[config.mk]
export PLATFORM = sky130hd
export DESIGN_NAME = mem_arbiter
export DESIGN_NICKNAME = d
export VERILOG_FILES = /design/src/rtl/mem_arbiter.sv
export SDC_FILE = /design/constraint.sdc
export NUM_CORES = 1
export LEC_CHECK = 0
export BUFFER_PORTS_ARGS = -buffer_cell sky130_fd_sc_hd__clkbuf_2
export CORE_AREA = 5 5 113 115
export CTS_BUF_LIST = sky130_fd_sc_hd__clkbuf_8
export CTS_CLUSTER_DIAMETER = 100
export DETAILED_ROUTE_END_ITERATION = 10
export DIE_AREA = 0 0 118 120
export HOLD_SLACK_MARGIN = 0.15
export SYNTH_ARGS = -nofsm -noshare
export SYNTH_HDL_FRONTEND = slang
export SYNTH_SLANG_ARGS = --single-unit
[constraint.sdc]
create_clock -name clk_in -period 2.1 [get_ports clk_in]
set_input_delay 0.42 -clock clk_in [delete_from_list [all_inputs] [get_ports clk_in]]
set_output_delay 0.42 -clock clk_in [all_outputs]
set_load 0.02 [all_outputs]
[src/rtl/mem_arbiter.sv]
// Two-requester round-robin arbiter in front of a single-port memory with 1-cycle read latency.
// Optional per-requester grant counters are built when MEM_ARB_STATS_EN is defined.
module mem_arbiter #(
    parameter int unsigned DATA_WIDTH = 32,
    parameter int unsigned STAT_WIDTH = 16
) (
    input  logic                  clk_in,
    input  logic                  rst_n_in,

    input  logic                  req0_valid_in,
    input  logic                  req0_write_in,
    input  logic [DATA_WIDTH-1:0] req0_addr_in,
    input  logic [DATA_WIDTH-1:0] req0_data_in,
    output logic                  req0_ready_out,
    output logic                  rsp0_valid_out,

    input  logic                  req1_valid_in,
    input  logic                  req1_write_in,
    input  logic [DATA_WIDTH-1:0] req1_addr_in,
    input  logic [DATA_WIDTH-1:0] req1_data_in,
    output logic                  req1_ready_out,
    output logic                  rsp1_valid_out,

    output logic [DATA_WIDTH-1:0] rsp_data_out,

    output logic                  mem_enable_out,
    output logic                  mem_rw_out,
    output logic [DATA_WIDTH-1:0] mem_addr_out,
    output logic [DATA_WIDTH-1:0] mem_data_out,
    input  logic [DATA_WIDTH-1:0] mem_data_in,

    output logic [STAT_WIDTH-1:0] grant0_cnt_out,
    output logic [STAT_WIDTH-1:0] grant1_cnt_out
);

    logic grant0;
    logic grant1;
    logic last_grant_q;
    logic rd_pend_q;
    logic rd_owner_q;
    logic rd_grant;

    // Gated by reset so that no handshake can be observed while in reset.
    always_comb begin
        grant0 = 1'b0;
        grant1 = 1'b0;
        if (rst_n_in) begin
            if (req0_valid_in && req1_valid_in) begin
                grant0 = last_grant_q;
                grant1 = !last_grant_q;
            end else begin
                grant0 = req0_valid_in;
                grant1 = req1_valid_in;
            end
        end
    end

    assign req0_ready_out = grant0;
    assign req1_ready_out = grant1;

    always_comb begin
        mem_enable_out = grant0 | grant1;
        mem_rw_out     = 1'b0;
        mem_addr_out   = '0;
        mem_data_out   = '0;
        if (grant0) begin
            mem_rw_out   = req0_write_in;
            mem_addr_out = req0_addr_in;
            mem_data_out = req0_data_in;
        end else if (grant1) begin
            mem_rw_out   = req1_write_in;
            mem_addr_out = req1_addr_in;
            mem_data_out = req1_data_in;
        end
    end

    assign rd_grant = mem_enable_out & ~mem_rw_out;

    always_ff @(posedge clk_in or negedge rst_n_in) begin
        if (!rst_n_in) begin
            last_grant_q <= 1'b1;
            rd_pend_q    <= 1'b0;
            rd_owner_q   <= 1'b0;
        end else begin
            if (grant0 || grant1) begin
                last_grant_q <= grant1;
            end
            rd_pend_q <= rd_grant;
            if (rd_grant) begin
                rd_owner_q <= grant1;
            end
        end
    end

    assign rsp0_valid_out = rd_pend_q & ~rd_owner_q;
    assign rsp1_valid_out = rd_pend_q & rd_owner_q;
    assign rsp_data_out   = mem_data_in;

`ifdef MEM_ARB_STATS_EN
    logic [STAT_WIDTH-1:0] grant0_cnt_q;
    logic [STAT_WIDTH-1:0] grant1_cnt_q;

    always_ff @(posedge clk_in or negedge rst_n_in) begin
        if (!rst_n_in) begin
            grant0_cnt_q <= '0;
            grant1_cnt_q <= '0;
        end else begin
            if (grant0) begin
                grant0_cnt_q <= grant0_cnt_q + STAT_WIDTH'(1);
            end
            if (grant1) begin
                grant1_cnt_q <= grant1_cnt_q + STAT_WIDTH'(1);
            end
        end
    end

    assign grant0_cnt_out = grant0_cnt_q;
    assign grant1_cnt_out = grant1_cnt_q;
`else
    assign grant0_cnt_out = '0;
    assign grant1_cnt_out = '0;
`endif

endmodule

==> metrics.md, run 1 <==
| Metric | Value |
|---|---|
| Setup Skew | `approximately 0.00013 ns` |
| CTS tree | `yes` |
| Placed Area | `2150 sq um` |
| Most common cell after layout, fill and taps aside | `clkbuf_2` |
| Worst hold margin | `approximately 0.20 ns` |
| R2r setup slk | `roughly 0.84 ns` |
| Mean Syn Cell Area | `8.11 sq um` |
| Worst Hold Class | `in2async` |
| Cell area after synthesis | `roughly 1300 sq um` |
| Die outline height | `roughly 120 um` |
| Initial Util | `11.4%` |
| Dpl cells | `roughly 470` |
| Synth Register Bits | `3` |
| Synth Instances | `165` |
| Max-slew violations | `0` |
| Synth area leader | `a22o_1` |
| Final setup vio count | `0` |
| Die footprint | `approximately 14000 sq um` |
| Critical-path top delay cell | `dfstp_2` |
| Clk buf depth | `2` |
| IO Port Bufs | `about 200` |
| Reg2reg path depth | `4` |
| Fmax | `around 500 MHz` |
| Root Driver | `clkbuf_8` |
| Netlist cell types | `22` |
| DR DRC count | `0` |
| Final worst path period need | `2.05 ns` |
| Top cells by area, synth | `a22o_1, buf_4, buf_6, dfrtp_1, buf_2` |
| Total congestion overflow | `0` |
| Remaining antenna violation count | `0` |
| Hpwl dp | `slightly above 6 mm` |
| Largest net degree at the start of global routing | `39` |
| Critical Path AT | `about 1.6 ns` |
| YS warnings | `0` |
| CP Capture Type | `output port` |
| 1st-iter DRT viols | `30` |
| Number of setup buffers added after CTS | `0` |
| Critical path cell sequence | `nand2b_4, and3_4, buf_12, a22o_1, buf_4` |
| Final std cells w/o fill | `476` |
| Post-DR vias/cell | `approximately 3.8` |
| Worst path max stage delay | `about 0.54 ns` |
| Initial antenna violation count | `1` |
| Critical Path RT | `between 1.5 and 2 ns` |
| Share of the synthesized area in the top cell type | `~43%` |
| Routed vias | `~1800` |
| I/O pins | `300` |
| Fin Setup TNS | `0 ns` |
| Clk sinks | `3` |
| WS Path Type | `reg2out` |
| First-pass GRT wire length | `9.54 mm` |
| Clock H-tree levels | `1` |
| Lkg Pwr | `around 1.4 nW` |
| Antenna Cells | `0` |
| Most frequent cells in the layout | `clkbuf_2, a22o_1, conb_1, buf_4, buf_2` |
| Share of layout cells above drive strength 1 | `around two thirds` |
| Outcome | `completed` |
| Critical path startpoint category | `flip-flop` |
| Util after Layout | `19.4%` |
| Core area | `approximately 12000 sq um` |
| CP max FO | `28` |
| Crit Reg-Reg Endpoint | `last_grant_q` |
| Peak supply drop | `around 0.13 mV` |
| Total wire length | `between 6 and 7 mm` |
| Total GRT Usage | `8.24%` |
| Num CTS Buffers | `3` |
| Reg-to-reg startpoint | `last_grant_q` |
| 1st-pass router iterations | `3` |
| PwrDens | `between 300 and 400 nW/um^2` |
| Width of the die | `118 um` |
| Layout net count | `between 400 and 500` |
| Final instance area | `about 2300 sq um` |
| Max_cap viols | `0` |
| Area grow syn2layout | `69.9%` |
| Worst-Skew Late Latency | `approximately 0.21 ns` |
| DR WL/cell | `roughly 14 um` |
| # rows | `40` |
| Gp weighted congestion | `around 0.77` |
| Vias in the first global route | `roughly 1900` |
| Clock Pin Slew Worst Setup and Hold Paths | `about 0.03 ns` |
| RSZ-0062 raised after global routing | `true` |
| Post-synthesis sequential area ratio | `approximately 5.7%` |
| Period Utilization, post-route | `a little over nine tenths` |
| Final hold vios | `0` |
[critical path, delay by kind of cell (launching register included)]
| family | cells | cell delay (ns) |
|---|---|---|
| compound gates | 1 | 0.20 |
| buf+inv | 2 | 0.32 |
| simple gates | 2 | 0.34 |
| flops | 1 | 0.54 |
[report_power, final]
part / internal, W / switching (W) / leakage (nW)
logic: 0.000269 / 0.000344 / 1.32
clock network: 0.000124 / 0.0000363 / 0.0269
registers: 0.0000681 / 0.00000562 / 0.0355
[flip-flops by register name, summed over array words and instances, names as in the netlist]
| name | cells |
|---|---|
| rd_pend_q | 1 |
| last_grant_q | 1 |
| rd_owner_q | 1 |
[through the flow]
step           setup WS, ns  power, W
2_1_floorplan         0.313  0.000550
3_3_place_gp          0.242  0.000667
3_5_place_dp          0.233  0.000667
4_1_cts             0.00255  0.000836
5_1_grt             -0.0143  0.000902
6_report             0.0480  0.000847
[cells by family (layout without fill, tap and decap cells)]
family,count (synthesis),count (layout),share of synthesized area (%)
AO/OA/AOI/OAI,69,69,44.8
buffers and inverters,82,215,44.6
flip-flops,3,3,5.70
other,1,32,0.280
AND/OR/NAND/NOR,10,10,4.67
[routing by layer]
layer,up-vias,part of all wire [%],track usage (%)
li1,850,-,-
met1,769,32,7.45
met2,166,54,16.5
met3,14,12,3.20
met4,2,1.8,2.72
met5,-,0.19,0
[cell type report]
type / instances / area, sq um
Fill cell: 1331 / 9440
Timing Repair Buffer: 208 / 1170
Multi-Input combinational cell: 111 / 791
Tap cell: 147 / 184
Sequential cell: 3 / 76.3
Clock buffer: 3 / 41.3
Inverter: 3 / 11.3
Clock inverter: 1 / 3.75
[how the worst max path moves through the flow]
stage                       from                to  slack (ns)  cells past startpoint
detailed placement  last_grant_q   mem_data_out[6]        0.23                      5
global route        last_grant_q  mem_data_out[26]       -0.01                      5
global placement    last_grant_q   mem_data_out[6]        0.24                      5
floorplan           last_grant_q   mem_addr_out[0]        0.31                      5
CTS                 last_grant_q   mem_data_out[6]       0.003                      5
finish              last_grant_q   mem_data_out[6]        0.05                      5
[synthesized netlist by cell type, drive strengths merged]
cell type,instances
a2111oi,1
a21oi,1
a22o,65
and2,1
and3,2
buf,77
clkbuf,2
conb,1
dfrtp,2
dfstp,1
inv,3
nand2,1
nand2b,1
nand3b,2
nor2,2
nor2b,1
o21bai,1
o22a,1
[what timing repair did]
action | CTS | global route
endpoints found under the hold margin | 2 | 0
resized for setup | 0 | 56
setup endpoints to repair | 0 | 46
hold buffers | 1 | 0
Note: power is estimated with default switching activity, not from simulation.
==> run 2: changes to the inputs <==
Settings changed: PLACE_DENSITY set to 0.5, SETUP_SLACK_MARGIN set to 0.15.
==> metrics.md, run 2 (synthesized netlist as in run 1, its figures left out) <==
| Metric | Value |
|---|---|
| Outcome | `completed` |
| 1st-iter DRT viols | `45` |
| Worst Hold Class | `in2async` |
| Remaining antenna violation count | `0` |
| GR Layer Usage met1 | `approximately a tenth` |
| CP max FO | `9` |
| Clk sinks | `3` |
| GR peak layer | `met2` |
| RSZ-0062 raised after global routing | `true` |
| Final worst path period need | `between 2 and 2.5 ns` |
| Gp weighted congestion | `about 0.78` |
| 1st-pass router iterations | `4` |
| Routing usage on met3 | `~3.9%` |
| First-pass GRT wire length | `between 10 and 15 mm` |
| Critical path startpoint category | `flip-flop` |
| Power Total | `between 0.001 and 0.0015 W` |
| Clock H-tree levels | `1` |
| Initial antenna violation count | `0` |
| Root Driver | `clkbuf_8` |
| Layout net count | `500` |
| Max-slew violations | `0` |
| Total GRT Usage | `roughly a tenth` |
| Die footprint | `between 10000 and 15000 sq um` |
| Clock Pin Slew Worst Setup and Hold Paths | `approximately 0.030 ns` |
| Dpl cells | `471` |
| Routed vias | `approximately 1800` |
| IO Port Bufs | `~200` |
| Initial Util | `between 10 and 15%` |
| Final setup vio count | `0` |
| Hpwl dp | `roughly 6.3 mm` |
| Total wire length | `just under 8 mm` |
| Period Utilization, post-route | `between 90 and 100%` |
| Clk buf depth | `2` |
| Setup Skew | `between 0.003 and 0.004 ns` |
| Fmax | `about 480 MHz` |
| Share of layout cells above drive strength 1 | `66.1%` |
| I/O pins | `300` |
| Area grow syn2layout | `116%` |
| Util after Layout | `24.6%` |
| Placed Area | `between 2000 and 2500 sq um` |
| Width of the die | `roughly 120 um` |
| Total congestion overflow | `0` |
| Final hold vios | `0` |
| Met2 usage | `between 10% and 20%` |
| DR WL/cell | `16.2 um` |
| Largest registers | `last_grant_q: 1 flops, rd_owner_q: 1 flops, rd_pend_q: 1 flops` |
| PwrDens | `about 350 nW/um^2` |
| Vias in the first global route | `1952` |
| Lkg Pwr | `1.57 nW` |
| CP Capture Type | `output port` |
| DR DRC count | `0` |
| Most common cell after layout, fill and taps aside | `clkbuf_2` |
| Core area | `between 10000 and 15000 sq um` |
| CTS tree | `yes` |
| Final std cells w/o fill | `480` |
| Antenna Cells | `0` |
| Largest net degree at the start of global routing | `37` |
| Most frequent cells in the layout | `clkbuf_2, clkbuf_8, a22o_1, conb_1, buf_12` |
| Final instance area | `2890 sq um` |
| Max_cap viols | `0` |
| WS Path Type | `reg2out` |
| # rows | `40` |
| Peak supply drop | `0.173 mV` |
| Die outline height | `between 100 and 150 um` |
| Num CTS Buffers | `3` |
| Critical Path RT | `approximately 1.7 ns` |
| Worst-Skew Late Latency | `0.22 ns` |
| Critical Path AT | `about 1.7 ns` |
| Fillers | `~1200` |
| Post-DR vias/cell | `approximately 3.8` |
[run 2: cell types whose count changed in the layout (fill, tap and decap cells not counted), sizes merged]
cell,previous run,this run
clkbuf,174,205
buf,36,9
[run 2: critical path, cell delays in order, from the launching register on]
cell and delay [ns]:
dfstp_2 0.53, nand2b_4 0.12, and3_4 0.24, buf_12 0.13, buf_16 0.13, a22o_1 0.15
clkbuf_8 0.14
[run 2: area by class of cell]
class,instances,area [sq um],share of cell area (%)
Sequential cell,3,76.3,2.64
Inverter,3,11.3,0.390
Tap cell,147,184,6.37
Timing Repair Buffer,212,1760,61.0
Clock buffer,3,41.3,1.43
Clock inverter,1,3.75,0.130
Multi-Input combinational cell,111,808,28.0
[run 2: routing by layer]
layer	up-vias	share of wire [%]
met5	-	0
met4	0	0.91
met3	12	13
met2	156	54
met1	811	32
li1	861	-
[run 2: per-stage QoR]
step / hold WS, ns / TNS (ns) / setup WS (ns)
3_5_place_dp: 0.242 / 0 / 0.144
2_1_floorplan: 0.124 / 0 / 0.313
4_1_cts: 0.181 / 0 / 0.00259
5_1_grt: 0.192 / -1.13 / -0.0557
3_3_place_gp: 0.238 / 0 / 0.166
6_report: 0.187 / 0 / 0.00855
[run 2: final timing paths]
path | start | endpoint | depth (start not counted) | slack, ns
max in group asynchronous | rst_n_in | rd_pend_q | 2 | 1.38
worst min-delay path | rst_n_in | last_grant_q | 1 | 0.19
worst min register to register | rd_owner_q | rd_owner_q | 1 | 0.51
worst max-delay path | last_grant_q | mem_data_out[21] | 6 | 0.009
min in group clk_in | rd_owner_q | rd_owner_q | 1 | 0.51
worst max register to register | last_grant_q | last_grant_q | 4 | 0.84
[run 2: repair_timing]
item / in CTS / in global routing
pin swaps: 7 / 4
endpoints found under the setup margin: 65 / 66
cloned: 2 / 0
buffers inserted: 2 / 0
resized for setup: 136 / 1
hold buffers: 1 / 0
hold endpoints to repair: 2 / 0
[run 2: power breakdown]
part	internal, W	switching (W)
sequential	0.0000681	0.00000523
clock	0.000125	0.0000408
combinational	0.000409	0.000374
==> run 3: changes to the inputs <==
Settings changed: ABC_AREA set to 1, CORE_AREA 5 5 113 115 to 5 5 114 116, DIE_AREA 0 0 118 120 to 0 0 119 121, PLACE_DENSITY 0.5 to 0.58.
==> metrics.md, run 3 <==
| Metric | Value |
|---|---|
| Critical path cell sequence | `inv_2, nand2_2, nand2_2, clkinv_4, buf_8, buf_16, nand2_1, nand2_1, clkbuf_8` |
| Synth area leader | `nand2_1` |
| Remaining antenna violation count | `0` |
| Total congestion overflow | `0` |
| Reg2reg path depth | `4` |
| R2r setup slk | `0.95 ns` |
| Worst hold margin | `approximately 0.18 ns` |
| Initial antenna violation count | `0` |
| Synth Register Bits | `3` |
| CP max FO | `7` |
| DR WL/cell | `11.8 um` |
| Lkg Pwr | `between 1.5 and 2 nW` |
| Fmax | `514 MHz` |
| Fin Setup TNS | `0 ns` |
| Cell area after synthesis | `about 1500 sq um` |
| Clk sinks | `3` |
| WS Path Type | `reg2out` |
| Root Driver | `clkbuf_8` |
| Area grow syn2layout | `97.3%` |
| Total wire length | `around 7.3 mm` |
| Critical path startpoint category | `flip-flop` |
| Netlist cell types | `14` |
| Share of the synthesized area in the top cell type | `roughly half` |
| Fillers | `between 1000 and 1500` |
| Final setup vio count | `0` |
| Critical-path top delay cell | `dfstp_2` |
| DR DRC count | `0` |
| Crit Reg-Reg Endpoint | `last_grant_q` |
| Hpwl dp | `5.52 mm` |
| Most used DFF post-synth | `dfrtp_1` |
| 1st-iter DRT viols | `34` |
| Largest registers | `last_grant_q: 1 flops, rd_owner_q: 1 flops, rd_pend_q: 1 flops` |
| Antenna Cells | `0` |
| # rows | `40` |
| Total GRT Usage | `a little under a tenth` |
| Max-slew violations | `0` |
| Max_cap viols | `0` |
| Worst-Skew Late Latency | `around 0.22 ns` |
| Critical Path RT | `roughly 1.7 ns` |
| Async SR Flop Fraction | `between 90% and 100%` |
| Buf/Inv on CP | `5` |
| 1st-pass router iterations | `4` |
| Clock Pin Slew Worst Setup and Hold Paths | `0.03 ns` |
| Largest net degree at the start of global routing | `36` |
| Initial Util | `about an eighth` |
| Gp weighted congestion | `around 0.77` |
| First-pass GRT wire length | `10.7 mm` |
| Die outline height | `121 um` |
| Most frequent cells in the layout | `nand2_1, clkbuf_2, conb_1, clkbuf_8, nand2_2` |
| Clk buf depth | `2` |
| Post-DR vias/cell | `between 3 and 4` |
| Worst path max stage delay | `around 0.54 ns` |
| Num CTS Buffers | `3` |
| Setup Skew | `between 0.001 and 0.0015 ns` |
| Clock H-tree levels | `1` |
| CTS tree | `yes` |
| PwrDens | `around 330 nW/um^2` |
| YS warnings | `0` |
| Outcome | `completed` |
| Routed vias | `between 2000 and 2500` |
| Post-synth EDFFs | `0` |
| Top cells by area, synth | `nand2_1, buf_4, dfrtp_1, dfstp_2, inv_1` |
| RSZ-0062 raised after global routing | `true` |
| Synth Instances | `approximately 300` |
| Reg-to-reg startpoint | `last_grant_q` |
| Width of the die | `between 100 and 150 um` |
| Share of layout cells above drive strength 1 | `between 50 and 60%` |
| IO Port Bufs | `203` |
| Worst Hold Class | `in2async` |
| CP Capture Type | `output port` |
| Count leader, synth | `nand2_1` |
| Peak supply drop | `~0.13 mV` |
| Die footprint | `about 14000 sq um` |
| Final hold vios | `0` |
| Post-synthesis sequential area ratio | `about 5.1%` |
| Vias in the first global route | `between 2000 and 2500` |
| CP delay by family, top | `flip-flops` |
| Mean Syn Cell Area | `about 5.0 sq um` |
| Final worst path period need | `~1.9 ns` |
| Layout net count | `between 600 and 700` |
| Synth cell count leaders | `nand2_1, buf_4, inv_1` |
| Core area | `around 12000 sq um` |
| Period Utilization, post-route | `92.6%` |
| Critical Path AT | `1.52 ns` |
| Most common cell after layout, fill and taps aside | `nand2_1` |
| I/O pins | `300` |
## run 3: changes by cell type after synthesis, moves of 2 or more
cell / previous run / this run
a22o_1: 65 / 0
buf_2: 8 / 2
buf_4: 64 / 74
buf_6: 5 / 0
inv_1: 3 / 5
inv_2: 0 / 3
nand2_1: 1 / 202
nand3_1: 0 / 3
nand3b_1: 2 / 0
## run 3: cells by family after synthesis
| logic type | synth area share [%] |
|---|---|
| compound gates | 1.10 |
| buf+inv | 40.7 |
| flops | 5.15 |
| other cells | 0.253 |
| simple gates | 52.8 |
## run 3: worst max-delay path by stage
stage	from	endpoint	slack [ns]	depth (start not counted)
after detailed placement	rst_n_in	mem_data_out[28]	0.22	7
after CTS	last_grant_q	mem_addr_out[0]	0.11	9
after global placement	rst_n_in	mem_data_out[28]	0.24	7
final	last_grant_q	mem_addr_out[7]	0.16	9
after global routing	last_grant_q	mem_addr_out[1]	0.07	9
after floorplan	last_grant_q	mem_addr_out[0]	0.47	8
## run 3: final cells by class
cell class	instances	area, sq um	area share [%]
Clock buffer	3	41.3	1.41
Clock inverter	1	3.75	0.128
Inverter	8	35.0	1.20
Multi-Input combinational cell	241	1020	34.8
Sequential cell	3	76.3	2.61
Tap cell	147	184	6.29
Timing Repair Buffer	216	1570	53.6
## run 3: stage by stage
stage / power [W] / utilization, % / worst slack, ns / area [sq um] / cells
global route: 0.00104 / 24.8 / 0.0726 / 2930 / 619
finish: 0.000970 / 24.8 / 0.155 / 2930 / 619
floorplan: 0.000527 / - / 0.470 / 1600 / 330
global placement: 0.000646 / 19.6 / 0.236 / 2310 / 606
CTS: 0.000950 / 23.9 / 0.106 / 2820 / 619
detailed placement: 0.000647 / 19.6 / 0.216 / 2310 / 606
## run 3: timing repair
item | 4_1_cts | 5_1_grt
endpoints found under the hold margin | 2 | 0
gates cloned | 4 | 0
pin swaps | 10 | 4
gates resized for setup | 78 | 50
buffers inserted | 4 | 0
endpoints found under the setup margin | 64 | 62
hold buffers | 1 | 0
## run 3: metal layers
metal / track usage (%) / wire (um)
met5: 0 / 0
met4: 3.11 / 145
met3: 2.61 / 719
met2: 18.1 / 3950
met1: 8.85 / 2470
## run 3: power by group
| part | internal (W) | switching, W | total, W |
|---|---|---|---|
| logic | 0.000333 | 0.000402 | 0.000736 |
| registers | 0.0000661 | 0.00000447 | 0.0000706 |
| clock network | 0.000125 | 0.0000394 | 0.000164 |
